===== src/rtl/div_unit.sv =====
// Iterative radix-2 restoring divider for RV32M DIV/DIVU/REM/REMU, WIDTH+2 cycle latency.
// Optional feature macro DIV_EARLY_OUT_EN: divide-by-zero and signed overflow finish at accept.
module div_unit #(
  parameter int WIDTH = 32
) (
  input  logic             clk,
  input  logic             rst,
  input  logic             start,
  input  logic             flush,
  input  logic [WIDTH-1:0] operand_a,
  input  logic [WIDTH-1:0] operand_b,
  input  logic             div_sel_div,
  input  logic             div_sel_divu,
  input  logic             div_sel_rem,
  input  logic             div_sel_remu,
  output logic             busy,
  output logic             done,
  output logic [WIDTH-1:0] result,
  output logic             zero_flag
);

  localparam int CW = $clog2(WIDTH);
  localparam logic [WIDTH-1:0] ZERO_W = {WIDTH{1'b0}};
  localparam logic [WIDTH-1:0] ONES_W = {WIDTH{1'b1}};
  localparam logic [WIDTH-1:0] ONE_W  = {{(WIDTH-1){1'b0}}, 1'b1};
  localparam logic [CW-1:0]    CNT_LOAD = CW'(WIDTH - 1);
  localparam logic [CW-1:0]    CNT_ONE  = {{(CW-1){1'b0}}, 1'b1};

  typedef enum logic [1:0] {
    IDLE = 2'd0,
    CALC = 2'd1,
    SIGN = 2'd2
  } state_t;

  function automatic logic [WIDTH-1:0] neg(input logic [WIDTH-1:0] x);
    return ~x + ONE_W;
  endfunction

  state_t           state_r;
  logic [WIDTH-1:0] rem_r, quo_r, div_r;
  logic [CW-1:0]    count_r;
  logic             sign_a_r, sign_b_r, dbz_r, is_rem_r;

  logic             op_signed_s, op_rem_s, dbz_s;
  logic [WIDTH-1:0] abs_a_s, abs_b_s;
  logic             early_take_s;
  logic [WIDTH-1:0] early_val_s;
  logic [WIDTH:0]   shifted_s, trial_s;
  logic             ge_s;
  logic [WIDTH-1:0] rem_next_s, quo_next_s, final_s;

  // DIV has priority, then REM, then REMU; no select at all behaves as DIVU.
  assign op_signed_s = div_sel_div | div_sel_rem;
  assign op_rem_s    = ~div_sel_div & (div_sel_rem | div_sel_remu);
  assign dbz_s       = (operand_b == ZERO_W);
  assign abs_a_s     = (op_signed_s && operand_a[WIDTH-1]) ? neg(operand_a) : operand_a;
  assign abs_b_s     = (op_signed_s && operand_b[WIDTH-1]) ? neg(operand_b) : operand_b;

`ifdef DIV_EARLY_OUT_EN
  logic ovf_s;
  assign ovf_s = op_signed_s && (operand_a == {1'b1, {(WIDTH-1){1'b0}}}) && (operand_b == ONES_W);
  assign early_take_s = dbz_s | ovf_s;
  assign early_val_s  = dbz_s ? (op_rem_s ? operand_a : ONES_W)
                              : (op_rem_s ? ZERO_W : operand_a);
`else
  assign early_take_s = 1'b0;
  assign early_val_s  = ZERO_W;
`endif

  // One restoring step: a set shifted-out bit or a clear borrow bit means the trial fits.
  always_comb begin
    shifted_s  = {rem_r, quo_r[WIDTH-1]};
    trial_s    = shifted_s - {1'b0, div_r};
    ge_s       = shifted_s[WIDTH] | ~trial_s[WIDTH];
    quo_next_s = {quo_r[WIDTH-2:0], ge_s};
    if (ge_s) begin
      rem_next_s = trial_s[WIDTH-1:0];
    end else begin
      rem_next_s = shifted_s[WIDTH-1:0];
    end
  end

  // Sign fix-up; the quotient of a divide-by-zero keeps its all-ones value.
  always_comb begin
    final_s = quo_r;
    if (is_rem_r) begin
      if (sign_a_r) begin
        final_s = neg(rem_r);
      end else begin
        final_s = rem_r;
      end
    end else begin
      if ((sign_a_r ^ sign_b_r) && !dbz_r) begin
        final_s = neg(quo_r);
      end else begin
        final_s = quo_r;
      end
    end
  end

  // Control FSM and all registered outputs.
  always_ff @(posedge clk) begin
    if (rst) begin
      state_r   <= IDLE;
      busy      <= 1'b0;
      done      <= 1'b0;
      result    <= ZERO_W;
      zero_flag <= 1'b1;
      count_r   <= {CW{1'b0}};
      rem_r     <= ZERO_W;
      quo_r     <= ZERO_W;
      div_r     <= ZERO_W;
      sign_a_r  <= 1'b0;
      sign_b_r  <= 1'b0;
      dbz_r     <= 1'b0;
      is_rem_r  <= 1'b0;
    end else begin
      done <= 1'b0;
      case (state_r)
        IDLE: begin
          if (start && !flush) begin
            if (early_take_s) begin
              result    <= early_val_s;
              zero_flag <= (early_val_s == ZERO_W);
              done      <= 1'b1;
            end else begin
              quo_r    <= abs_a_s;
              div_r    <= abs_b_s;
              rem_r    <= ZERO_W;
              count_r  <= CNT_LOAD;
              sign_a_r <= op_signed_s & operand_a[WIDTH-1];
              sign_b_r <= op_signed_s & operand_b[WIDTH-1];
              dbz_r    <= dbz_s;
              is_rem_r <= op_rem_s;
              busy     <= 1'b1;
              state_r  <= CALC;
            end
          end
        end
        CALC: begin
          if (flush) begin
            busy    <= 1'b0;
            state_r <= IDLE;
          end else begin
            rem_r <= rem_next_s;
            quo_r <= quo_next_s;
            if (count_r == {CW{1'b0}}) begin
              state_r <= SIGN;
            end else begin
              count_r <= count_r - CNT_ONE;
            end
          end
        end
        SIGN: begin
          if (!flush) begin
            result    <= final_s;
            zero_flag <= (final_s == ZERO_W);
            done      <= 1'b1;
          end
          busy    <= 1'b0;
          state_r <= IDLE;
        end
        default: begin
          busy    <= 1'b0;
          state_r <= IDLE;
        end
      endcase
    end
  end

endmodule


===== config.mk =====
export PLATFORM = sky130hd
export DESIGN_NAME = div_unit
export DESIGN_NICKNAME = d
export VERILOG_FILES = /design/src/rtl/div_unit.sv
export SDC_FILE = /design/constraint.sdc
export NUM_CORES = 1
export LEC_CHECK = 0
export BUFFER_PORTS_ARGS = -buffer_cell sky130_fd_sc_hd__buf_2
export CORE_MARGIN = 2
export CORE_UTILIZATION = 60
export DETAILED_ROUTE_END_ITERATION = 12
export HOLD_SLACK_MARGIN = 0.06
export PLACE_DENSITY = 0.81
export SYNTH_ARGS = -nofsm -noshare
export SYNTH_HDL_FRONTEND = slang
export SYNTH_SLANG_ARGS = --single-unit

===== constraint.sdc =====
create_clock -name clk -period 4.2 [get_ports clk]
set_input_delay 0.84 -clock clk [delete_from_list [all_inputs] [get_ports clk]]
set_output_delay 0.84 -clock clk [all_outputs]
set_load 0.005 [all_outputs]

==> results.md <==
* Chip height at 135 um
* Area contributors post-synth: dfxtp_1 (28%), nand2_1 (6.6%), xor2_1 (6.4%), a21oi_1 (6.4%), nor2_1 (5.4%)
* Root buf cell: clkbuf_16
* Filler cells at 1392
* Synth Instances at 1384
* Top Metal Used: met4
* Ant diodes at 0
* Area grow syn2layout at 12.1%
* Routed wl met3 at 2.17 mm
* Maximum clock path buffer count at 2
* Post-Place Worst Slack at 0.635 ns
* Post-CTS setup buffer count at 0
* Total Neg Setup Slack at 0 ns
* CTS Buf Count at 17
* Max Fanout on Critical Path at 34
* Synthesized net count at 1495
* Clk_lat worst skew at 0.43 ns
* Drt total wl at 27.4 mm
* Avg Synthesized Cell Area at 7.39 um^2
* Outcome: finished, final reports clean
* Vias at 10260
* Worst setup skew after layout at 0.0100 ns
* Yosys warns at 0
* Core area at 0.0166 mm^2
* Type of the most critical hold path: flop to flop
* CTS H-tree depth at 4
* Cell variety after synth at 67
* DR pass1 iterations at 7
* Worst r2r src: quo_r[31]$_SDFFE_PP0P_
* Final setup viols at 0
* Endpoint class of the critical path: flop
* Register area share after synthesis at 27.8%
* Final min period at 3.68 ns
* Num Clock Sinks at 142
* Hold_sp: result[7]$_SDFFE_PP0P_
* Reg2reg setup slack at 0.52 ns
* Reg2reg path depth at 14
* # IOs at 107
* Fmax at 0.272 GHz
* # DRC at 0
* PostCTS Resize Cnt at 0
* Final Cell Area at 0.0115 mm^2
* Row count at 47
* Worst setup SP type: flop
* Vias in the first global route at 8825
* Gr ovfl total at 0
* Hold WS at 0.446 ns
* Clk pin slew, worst setup/hold paths at 0.06 ns
* Via/cell ratio at 6.13
* PD cells at 336 mW/mm^2
* Register area at 0.00284 mm^2
* Layout cells sized above 1 at 12.0%
* Async SR Flop Fraction at 0%
* Most frequent cells in the layout: nand2_1 (179), nor2_1 (143), dfxtp_1 (142), a21oi_1 (130), buf_2 (104)
* Tcrit/Tclk final at 87.5%
* Commonest non-fill, non-tap cell in the layout: nand2_1
* Starting density of the core at 61.5%
* ANT nets after route at 0
* Crit Path Category: flop to flop
* Tot GR Track Use at 30.1%
* First DRT Iteration DRCs at 936
* Synth area leader: dfxtp_1
* Metal-1 WL at 12.8 mm
* Hold Path Depth at 2
* Flops & latches, synth at 142
* First-pass GRT wire length at 44.2 mm
* Max-cap viol count at 0
* Post-Syn Area at 0.0102 mm^2
* Maximum vdd drop at 0.310 mV
* Pins Over Slew Limit at 0
* RSZ-0062 raised after global routing: false
* RR Endpoint: rem_r[1]$_SDFFE_PP0P_
* Post-synth EDFFs at 0
* DR WL met2 at 12.0 mm
* Hold Vio Cnt, Final at 0
* IO Port Bufs at 105
* CTS Hold Bufs at 0
* Rel. slew slack at 29.7%
* Initial antenna violation count at 0
* Post-DR wirelength/cell at 16.4 um
* Final GP Congestion at 0.953
* Top FF cell, synth: dfxtp_1
* Post-Place Cell Area at 0.0109 mm^2
* P_leak at 4.81 nW
* WP data required at 4.55 ns
* Final WS setup at 0.523 ns
* Die extent in x at 135 um
* Largest net degree at the start of global routing at 92
* Hpwl dp at 20.2 mm
* Final #Nets at 1553
* Hold Crit Endpoint: result[7]$_SDFFE_PP0P_
* Critical Path AT at 4.02 ns
* Die ar. at 0.0181 mm^2
* CTS tree: built
* Top-area cell type share of the netlist area at 27.8%
* Footprint of the multi-input gates at 0.00687 mm^2
* Slew @ Worst Pin at 1.06 ns
[worst max-delay path by stage]
stage | slack (ns) | endpoint | start
after global routing | 0.35 | rem_r[1]$_SDFFE_PP0P_ | quo_r[31]$_SDFFE_PP0P_
after detailed placement | 0.64 | div_r[30]$_SDFFE_PP0P_ | operand_b[8]
after global placement | 0.68 | div_r[30]$_SDFFE_PP0P_ | operand_b[8]
final | 0.52 | rem_r[1]$_SDFFE_PP0P_ | quo_r[31]$_SDFFE_PP0P_
after floorplan | 1.18 | div_r[30]$_SDFFE_PP0P_ | operand_b[8]
after CTS | 0.58 | rem_r[1]$_SDFFE_PP0P_ | quo_r[31]$_SDFFE_PP0P_
[where the power goes]
part	internal [mW]	total (mW)	switching (mW)	leakage, nW
sequential	1.40	1.47	0.0656	1.16
clock	0.953	1.54	0.587	0.300
combinational	0.334	0.848	0.514	3.36
total	2.69	3.86	1.17	4.81
[kinds of logic after synthesis]
family	Yosys count	synth area share (%)
AND/OR/NAND/NOR	488	21.9
AO/OA/AOI/OAI	403	24.9
flip-flops	142	27.8
buffers and inverters	140	5.32
XOR/XNOR	137	11.7
adder cells (fa/ha/maj)	39	4.84
multiplexers	35	3.45
[synthesized netlist by cell type (4+ instances only)]
master,n
a211oi_1,45
and2_1,7
or4_1,10
o211ai_1,16
nand3_1,27
buf_1,9
nor2_1,146
a21oi_1,130
nand2_1,179
o21a_1,10
or2_2,5
dfxtp_1,142
nand4_1,7
o41ai_1,14
nor3_1,23
a32oi_1,8
nor2b_1,9
o31ai_1,15
o21bai_1,5
nand2b_1,5
or3_1,24
o21ai_0,91
xnor2_1,62
a311oi_1,14
a21o_1,14
a31oi_1,10
nor4_1,19
o31a_1,4
mux2i_1,33
buf_2,5
xor2_1,75
ha_1,38
a211o_1,4
and3_1,7
clkbuf_1,63
inv_1,58
nand3b_1,5
[area by class of cell]
class,instances,area share [%]
Clock buffer,23,4.34
Clock inverter,9,0.917
Inverter,59,1.93
Multi-Input combinational cell,1102,59.9
Sequential cell,142,24.8
Tap cell,220,2.40
Timing Repair Buffer,120,5.70
[registers in the layout, indices dropped and copies added (netlist names), 2 cells and up]
name	flops
count_r	5
div_r	32
state_r	2
rem_r	32
result	32
quo_r	32
[metrics by stage]
stage	power, mW	std cells	utilization (%)
after floorplan	2.09	1384	-
after global placement	2.30	1643	65.3
after detailed placement	2.32	1643	65.3
after CTS	3.85	1675	68.9
after global routing	4.01	1675	68.9
final	3.86	1675	68.9
[layer usage]
metal / vias up / GRT usage (%)
met5: - / 0
met4: 0 / 8.48
met3: 44 / 5.22
met2: 426 / 45.5
met1: 4711 / 44.1
li1: 5079 / -
[worst max-delay path: stages, from the launching register on]
cell and delay [ns]:
dfxtp_1 0.35, inv_1 0.09, ha_1 0.19, fa_1 0.22
nor2b_1 0.08, o31a_1 0.27, a41oi_1 0.32, nand3_1 0.20
a31oi_1 0.29, a21boi_2 0.30, o21ai_1 0.21, a41oi_4 0.27
buf_12 0.26, mux2_2 0.36, o21ai_0 0.14
No activity file was read; power rests on OpenSTA's default activity.
